## src/rtl/lsu_pkg.sv

```systemverilog
// Shared encodings and helpers for the load/store unit.
package lsu_pkg;

    localparam int LANES     = 4;
    localparam int WORD_BITS = LANES * 8;

    localparam logic [1:0] SIZE_BYTE = 2'b00;
    localparam logic [1:0] SIZE_HALF = 2'b01;
    localparam logic [1:0] SIZE_WORD = 2'b10;

    typedef enum logic [2:0] {
        IDLE,
        READ,
        WAIT,
        WRITE,
        RESP
    } lsu_state_t;

    // Size 11 is illegal; halves need an even address, words a lane-0 address.
    function automatic logic is_misaligned(input logic [1:0] size, input logic [1:0] lane);
        logic bad;
        case (size)
            SIZE_BYTE: bad = 1'b0;
            SIZE_HALF: bad = lane[0];
            SIZE_WORD: bad = (lane != 2'b00);
            default:   bad = 1'b1;
        endcase
        return bad;
    endfunction

endpackage

```

## src/rtl/lsu_align.sv

```systemverilog
// Lane extract with sign/zero extension for loads, lane merge for sub-word stores.
module lsu_align
    import lsu_pkg::*;
(
    input  logic [1:0]           size,
    input  logic                 is_unsigned,
    input  logic [1:0]           lane,
    input  logic [WORD_BITS-1:0] rd_word,
    input  logic [WORD_BITS-1:0] wdata,
    output logic [WORD_BITS-1:0] load_data,
    output logic [WORD_BITS-1:0] merged
);

    logic [WORD_BITS-1:0] shifted;

    // Right-justify the addressed lane(s), then extend or splice as the size dictates.
    always_comb begin
        shifted   = rd_word >> {lane, 3'b000};
        load_data = rd_word;
        merged    = rd_word;
        case (size)
            SIZE_BYTE: begin
                load_data = {{24{~is_unsigned & shifted[7]}}, shifted[7:0]};
                merged[{lane, 3'b000} +: 8] = wdata[7:0];
            end
            SIZE_HALF: begin
                load_data = {{16{~is_unsigned & shifted[15]}}, shifted[15:0]};
                merged[{lane[1], 4'b0000} +: 16] = wdata[15:0];
            end
            default: begin
                load_data = rd_word;
                merged    = wdata;
            end
        endcase
    end

endmodule

```

## src/rtl/load_store_unit.sv

```systemverilog
// Initiator-side load/store controller driving a one-cycle-latency synchronous data memory.
module load_store_unit
    import lsu_pkg::*;
#(
    parameter int DATA_WIDTH = 32,
    parameter int ADDR_WIDTH = 8
) (
    input  logic                  clock,
    input  logic                  reset,
    input  logic                  req_valid,
    output logic                  req_ready,
    input  logic                  req_write,
    input  logic [1:0]            req_size,
    input  logic                  req_unsigned,
    input  logic [ADDR_WIDTH+1:0] req_addr,
    input  logic [DATA_WIDTH-1:0] req_wdata,
    output logic                  resp_valid,
    output logic [DATA_WIDTH-1:0] resp_rdata,
    output logic                  resp_error,
    output logic [ADDR_WIDTH-1:0] mem_address,
    output logic [DATA_WIDTH-1:0] mem_write_data,
    output logic                  mem_read,
    output logic                  mem_write,
    input  logic [DATA_WIDTH-1:0] mem_read_data
);

    lsu_state_t            state;
    logic                  op_write;
    logic [1:0]            op_size;
    logic                  op_unsigned;
    logic [1:0]            op_lane;
    logic [DATA_WIDTH-1:0] op_wdata;
    logic                  mem_read_q;
    logic                  mem_write_q;
    logic [DATA_WIDTH-1:0] load_data;
    logic [DATA_WIDTH-1:0] merged;

    lsu_align u_align (
        .size        (op_size),
        .is_unsigned (op_unsigned),
        .lane        (op_lane),
        .rd_word     (mem_read_data),
        .wdata       (op_wdata),
        .load_data   (load_data),
        .merged      (merged)
    );

    // Strobes are masked by reset so an aborted access can never commit.
    assign mem_read  = mem_read_q & ~reset;
    assign mem_write = mem_write_q & ~reset;

    // Control FSM; every output is registered on the transition into the state that owns it.
    always_ff @(posedge clock) begin
        if (reset) begin
            state          <= IDLE;
            req_ready      <= 1'b1;
            resp_valid     <= 1'b0;
            resp_error     <= 1'b0;
            resp_rdata     <= '0;
            mem_read_q     <= 1'b0;
            mem_write_q    <= 1'b0;
            mem_write_data <= '0;
            mem_address    <= '0;
            op_write       <= 1'b0;
            op_size        <= SIZE_BYTE;
            op_unsigned    <= 1'b0;
            op_lane        <= 2'b00;
            op_wdata       <= '0;
        end else begin
            resp_valid  <= 1'b0;
            mem_read_q  <= 1'b0;
            mem_write_q <= 1'b0;
            case (state)
                IDLE: begin
                    if (req_valid) begin
                        op_write    <= req_write;
                        op_size     <= req_size;
                        op_unsigned <= req_unsigned;
                        op_lane     <= req_addr[1:0];
                        op_wdata    <= req_wdata;
                        mem_address <= req_addr[ADDR_WIDTH+1:2];
                        req_ready   <= 1'b0;
                        resp_rdata  <= '0;
                        resp_error  <= 1'b0;
                        if (is_misaligned(req_size, req_addr[1:0])) begin
                            resp_valid <= 1'b1;
                            resp_error <= 1'b1;
                            state      <= RESP;
                        end else if (req_write && req_size == SIZE_WORD) begin
                            mem_write_data <= req_wdata;
                            mem_write_q    <= 1'b1;
                            state          <= WRITE;
                        end else begin
                            mem_read_q <= 1'b1;
                            state      <= READ;
                        end
                    end
                end
                READ: state <= WAIT;
                WAIT: begin
                    if (op_write) begin
                        mem_write_data <= merged;
                        mem_write_q    <= 1'b1;
                        state          <= WRITE;
                    end else begin
                        resp_rdata <= load_data;
                        resp_valid <= 1'b1;
                        state      <= RESP;
                    end
                end
                WRITE: begin
                    resp_valid <= 1'b1;
                    state      <= RESP;
                end
                RESP: begin
                    req_ready  <= 1'b1;
                    resp_error <= 1'b0;
                    state      <= IDLE;
                end
                default: begin
                    req_ready <= 1'b1;
                    state     <= IDLE;
                end
            endcase
        end
    end

endmodule

```

## config.mk

```make
export PLATFORM = sky130hd
export DESIGN_NAME = load_store_unit
export DESIGN_NICKNAME = d
export VERILOG_FILES = /design/src/rtl/lsu_pkg.sv /design/src/rtl/lsu_align.sv /design/src/rtl/load_store_unit.sv
export SDC_FILE = /design/constraint.sdc
export NUM_CORES = 1
export LEC_CHECK = 0
export ABC_AREA = 1
export BUFFER_PORTS_ARGS = -buffer_cell sky130_fd_sc_hd__buf_4
export CAP_MARGIN = 15
export CELL_PAD_IN_SITES_DETAIL_PLACEMENT = 2
export CELL_PAD_IN_SITES_GLOBAL_PLACEMENT = 2
export CORE_MARGIN = 2
export CORE_UTILIZATION = 28
export DETAILED_ROUTE_END_ITERATION = 8
export PLACE_DENSITY_LB_ADDON = 0.1
export SLEW_MARGIN = 5
export SYNTH_ARGS = -nofsm -noshare
export SYNTH_HDL_FRONTEND = slang
export SYNTH_SLANG_ARGS = --single-unit
```

## constraint.sdc

```tcl
create_clock -name clock -period 2.8 [get_ports clock]
set_input_delay 0.56 -clock clock [delete_from_list [all_inputs] [get_ports clock]]
set_output_delay 0.56 -clock clock [all_outputs]
set_load 0.05 [all_outputs]
```

==> results.md <==
- Die footprint: 26200 um2
- Peak VDD IR: 285.4 uV
- Nets: between 1000 and 1500
- Setup bufs post-CTS: 0
- Row cnt: 57
- Fraction of layout cells with a size suffix above 1: between 20% and 30%
- DR WL/cell: 20.84 um
- Worst setup SP type: flop
- Crit path max-delay family: simple AND/OR/NAND/NOR gates
- P&R area growth vs syn: 28.85%
- Starting Density: about 29%
- Data required, critical path: 3.11 ns
- Clock transition at the registers of the reported paths: 0.06 ns
- Max clock buf depth: 2
- Root Buffer: clkbuf_16
- Hold depth: 3
- Post-DR vias/cell: about 5.2
- Via count: roughly 8300
- RSZ-0062 raised after global routing: no
- N_diodes: 0
- H-tree depth: 4
- Worst Tran Pin Value: 0.7663 ns
- Setup crit end kind: flop
- Hold_ws: 0.3559 ns
- Hpwl dp: ~24 mm
- # fillers: slightly above 3000
- Synth Area per Inst: a little over 6 um2
- Kind of critical path: reg2reg
- CTS buffer count: 17
- Setup TNS: 0 ns
- HP Class: in2reg
- CP max-delay cell: nand2_1
- Mapped Cells: around 1100
- Tot GR Track Use: between 20% and 30%
- DRT Pass-1 Iters: 5
- Yosys reg bits: 118
- Final hold vios: 0
- First-pass GRT wire length: roughly 50 mm
- # IOs: approximately 160
- Most frequent CP cell: nor2_1
- Synth top area share: around 34%
- Fin. max-slew vios: 0
- Cell Area, Synth: roughly 7000 um2
- R2r startpoint: state[0]
- Initial antenna violation count: 0
- RD Place Congestion: just under 0.9
- Core Area: about 24000 um2
- DIE HEIGHT: ~160 um
- Total Power: roughly 5.7 mW
- Hold-critical path endpoint: mem_address[4]
- Post-CTS resize count: 0
- Hold Startpoint: req_addr[6]
- Fin util: a little under two fifths
- Detailed Route Iter0 Violations: approximately 480
- DRC: 0
- Vias in the first global route: 8583
- Fmax: between 0.4 and 0.5 GHz
- Clock Power Share: a little over two fifths
- Yosys warning total: 0
- CTS sink count: ~120
- Worst Path Buf+Inv: 2
- Synth cell types: 28
- Status: finished, final reports clean
- Syn_nets: 1224
- Critical-path cell list: nor2_4 > nand2_2 > inv_2 > nand2_1 > buf_12 > nor2_1 > nor2_1
- Register area share after synthesis: 33.85%
- Grt total ovfl: 0
- Max_cap viols: 0
- P per Cell Area: ~640 nW/um2
- Max_slew headroom: 48.79%
- Gate power share: approximately 26%
- Area leader, netlist: dfxtp_1
- Area contributors post-synth: dfxtp_1, nand2_1, a21oi_1, nand3_1, nor2_1
- CTS tree: built
- Hold-fix buffers, CTS: 0
- R2R setup slack: roughly 0.54 ns
- Skew final: between 0.007 and 0.008 ns
- Routed WL: ~33 mm
- RR Endpoint: op_wdata[23]
- Routed Antenna Nets: 0
- Sw frac: 34.58%
- Port bufs: between 150 and 200
- Worst endpoint data arrival time: ~2.6 ns
- P_sw: around 2.0 mW
- Max incr delay on CP: 0.46 ns
- Reg power frac: 32.7%
- Largest net degree at the start of global routing: 61
- Final Critical Period: roughly 2.3 ns
- Finish-stage setup viols: 0
- FF-to-FF path depth: 7
- Critical path peak fanout: 20
- Clock latency on the worst-skew pair: around 0.42 ns
- Post-route clock period utilization: between 80% and 90%
- Die X: ~160 um
- P_int: 3.757 mW
- Leakage power: 4.042 nW
-- flip-flops by register name (all words and copies together) (netlist names), 2 cells and up --
signal and cells:
op_lane 2, mem_address 8, op_wdata 32, resp_rdata 32, state 3, op_size 2
mem_write_data 32
-- stage by stage --
stage,worst slack (ns),cells,cell area (um2)
2_1_floorplan,0.6390,1138,6978
3_3_place_gp,0.6423,1561,8371
3_5_place_dp,0.6052,1561,8371
4_1_cts,0.5737,1591,8991
5_1_grt,0.3735,1591,8991
6_report,0.5363,1591,8991
-- cell type report --
| type | instances | area [um2] | share of cell area, % |
|---|---|---|---|
| Inverter | 82 | 307.8 | 3.423 |
| Clock buffer | 21 | 470.5 | 5.232 |
| Timing Repair Buffer | 176 | 1334 | 14.83 |
| Sequential cell | 118 | 2364 | 26.29 |
| Tap cell | 324 | 405.4 | 4.509 |
| Clock inverter | 9 | 150.1 | 1.670 |
| Multi-Input combinational cell | 861 | 3960 | 44.04 |
-- tightest hold or removal path, stage by stage --
cell and delay [ns]:
buf_4 0.08, o21ai_0 0.07, inv_1 0.05
-- layout by cell type (no fill, tap or decap), types with 2 or more instances in the layout --
| cell type | instances |
|---|---|
| nand2_1 | 323 |
| buf_4 | 175 |
| a21oi_1 | 158 |
| nand3_1 | 128 |
| dfxtp_1 | 117 |
| nor2_1 | 109 |
| inv_1 | 74 |
| o21ai_0 | 68 |
| or2_2 | 29 |
| clkbuf_16 | 17 |
| o211ai_1 | 13 |
| nand4_1 | 11 |
| inv_2 | 7 |
| ha_1 | 5 |
| nand2_2 | 4 |
| bufinv_16 | 4 |
| a31oi_1 | 3 |
| clkbuf_8 | 3 |
| clkinv_2 | 3 |
| nor2_4 | 2 |
| nand2_4 | 2 |
| nor2_2 | 2 |
| clkinvlp_4 | 2 |
-- power groups by stage --
stage | Clock [mW] | Sequential [mW] | Combinational [mW]
2_1_floorplan | 0 | 2.01 | 0.825
3_3_place_gp | 0 | 1.91 | 1.43
3_5_place_dp | 0 | 1.91 | 1.46
4_1_cts | 2.43 | 1.88 | 1.47
5_1_grt | 2.51 | 1.89 | 1.62
6_report | 2.40 | 1.88 | 1.47
-- cell usage after synthesis (all sizes together) --
library cell and n:
nand2 329, o21ai 68, clkbuf 46, a31oi 3, dfxtp 118, nand4 11
o211ai 13, nor3b 1, or2 29, inv 81, a21oi 158, buf 31
ha 5, clkinv 1, nand3 130, nor2 114
-- cells by family after synthesis --
kind of cell	after synthesis	share of synthesized area, %
adder cells (fa/ha/maj)	5	0.8965
buffers and inverters	159	9.396
flip-flops	118	33.85
AO/OA/AOI/OAI	242	17.88
AND/OR/NAND/NOR	614	37.98
-- worst max path at each step --
stage          startpoint           endpoint  slack [ns]  cells past startpoint
2_1_floorplan       reset           mem_read        0.64                      3
3_3_place_gp     state[0]       op_wdata[23]        0.64                      7
3_5_place_dp     state[0]       op_wdata[23]        0.61                      7
4_1_cts          state[0]  mem_write_data[1]        0.57                      7
5_1_grt          state[0]     mem_address[6]        0.37                      7
6_report         state[0]       op_wdata[23]        0.54                      7
-- routing by layer --
layer / GRT usage, % / share of wire [%]
met4: 5.189 / 1.5
met1: 35.42 / 48
met3: 3.856 / 4.4
met5: 0 / 0
met2: 41.10 / 46
Power figures use the tool's default switching activity.
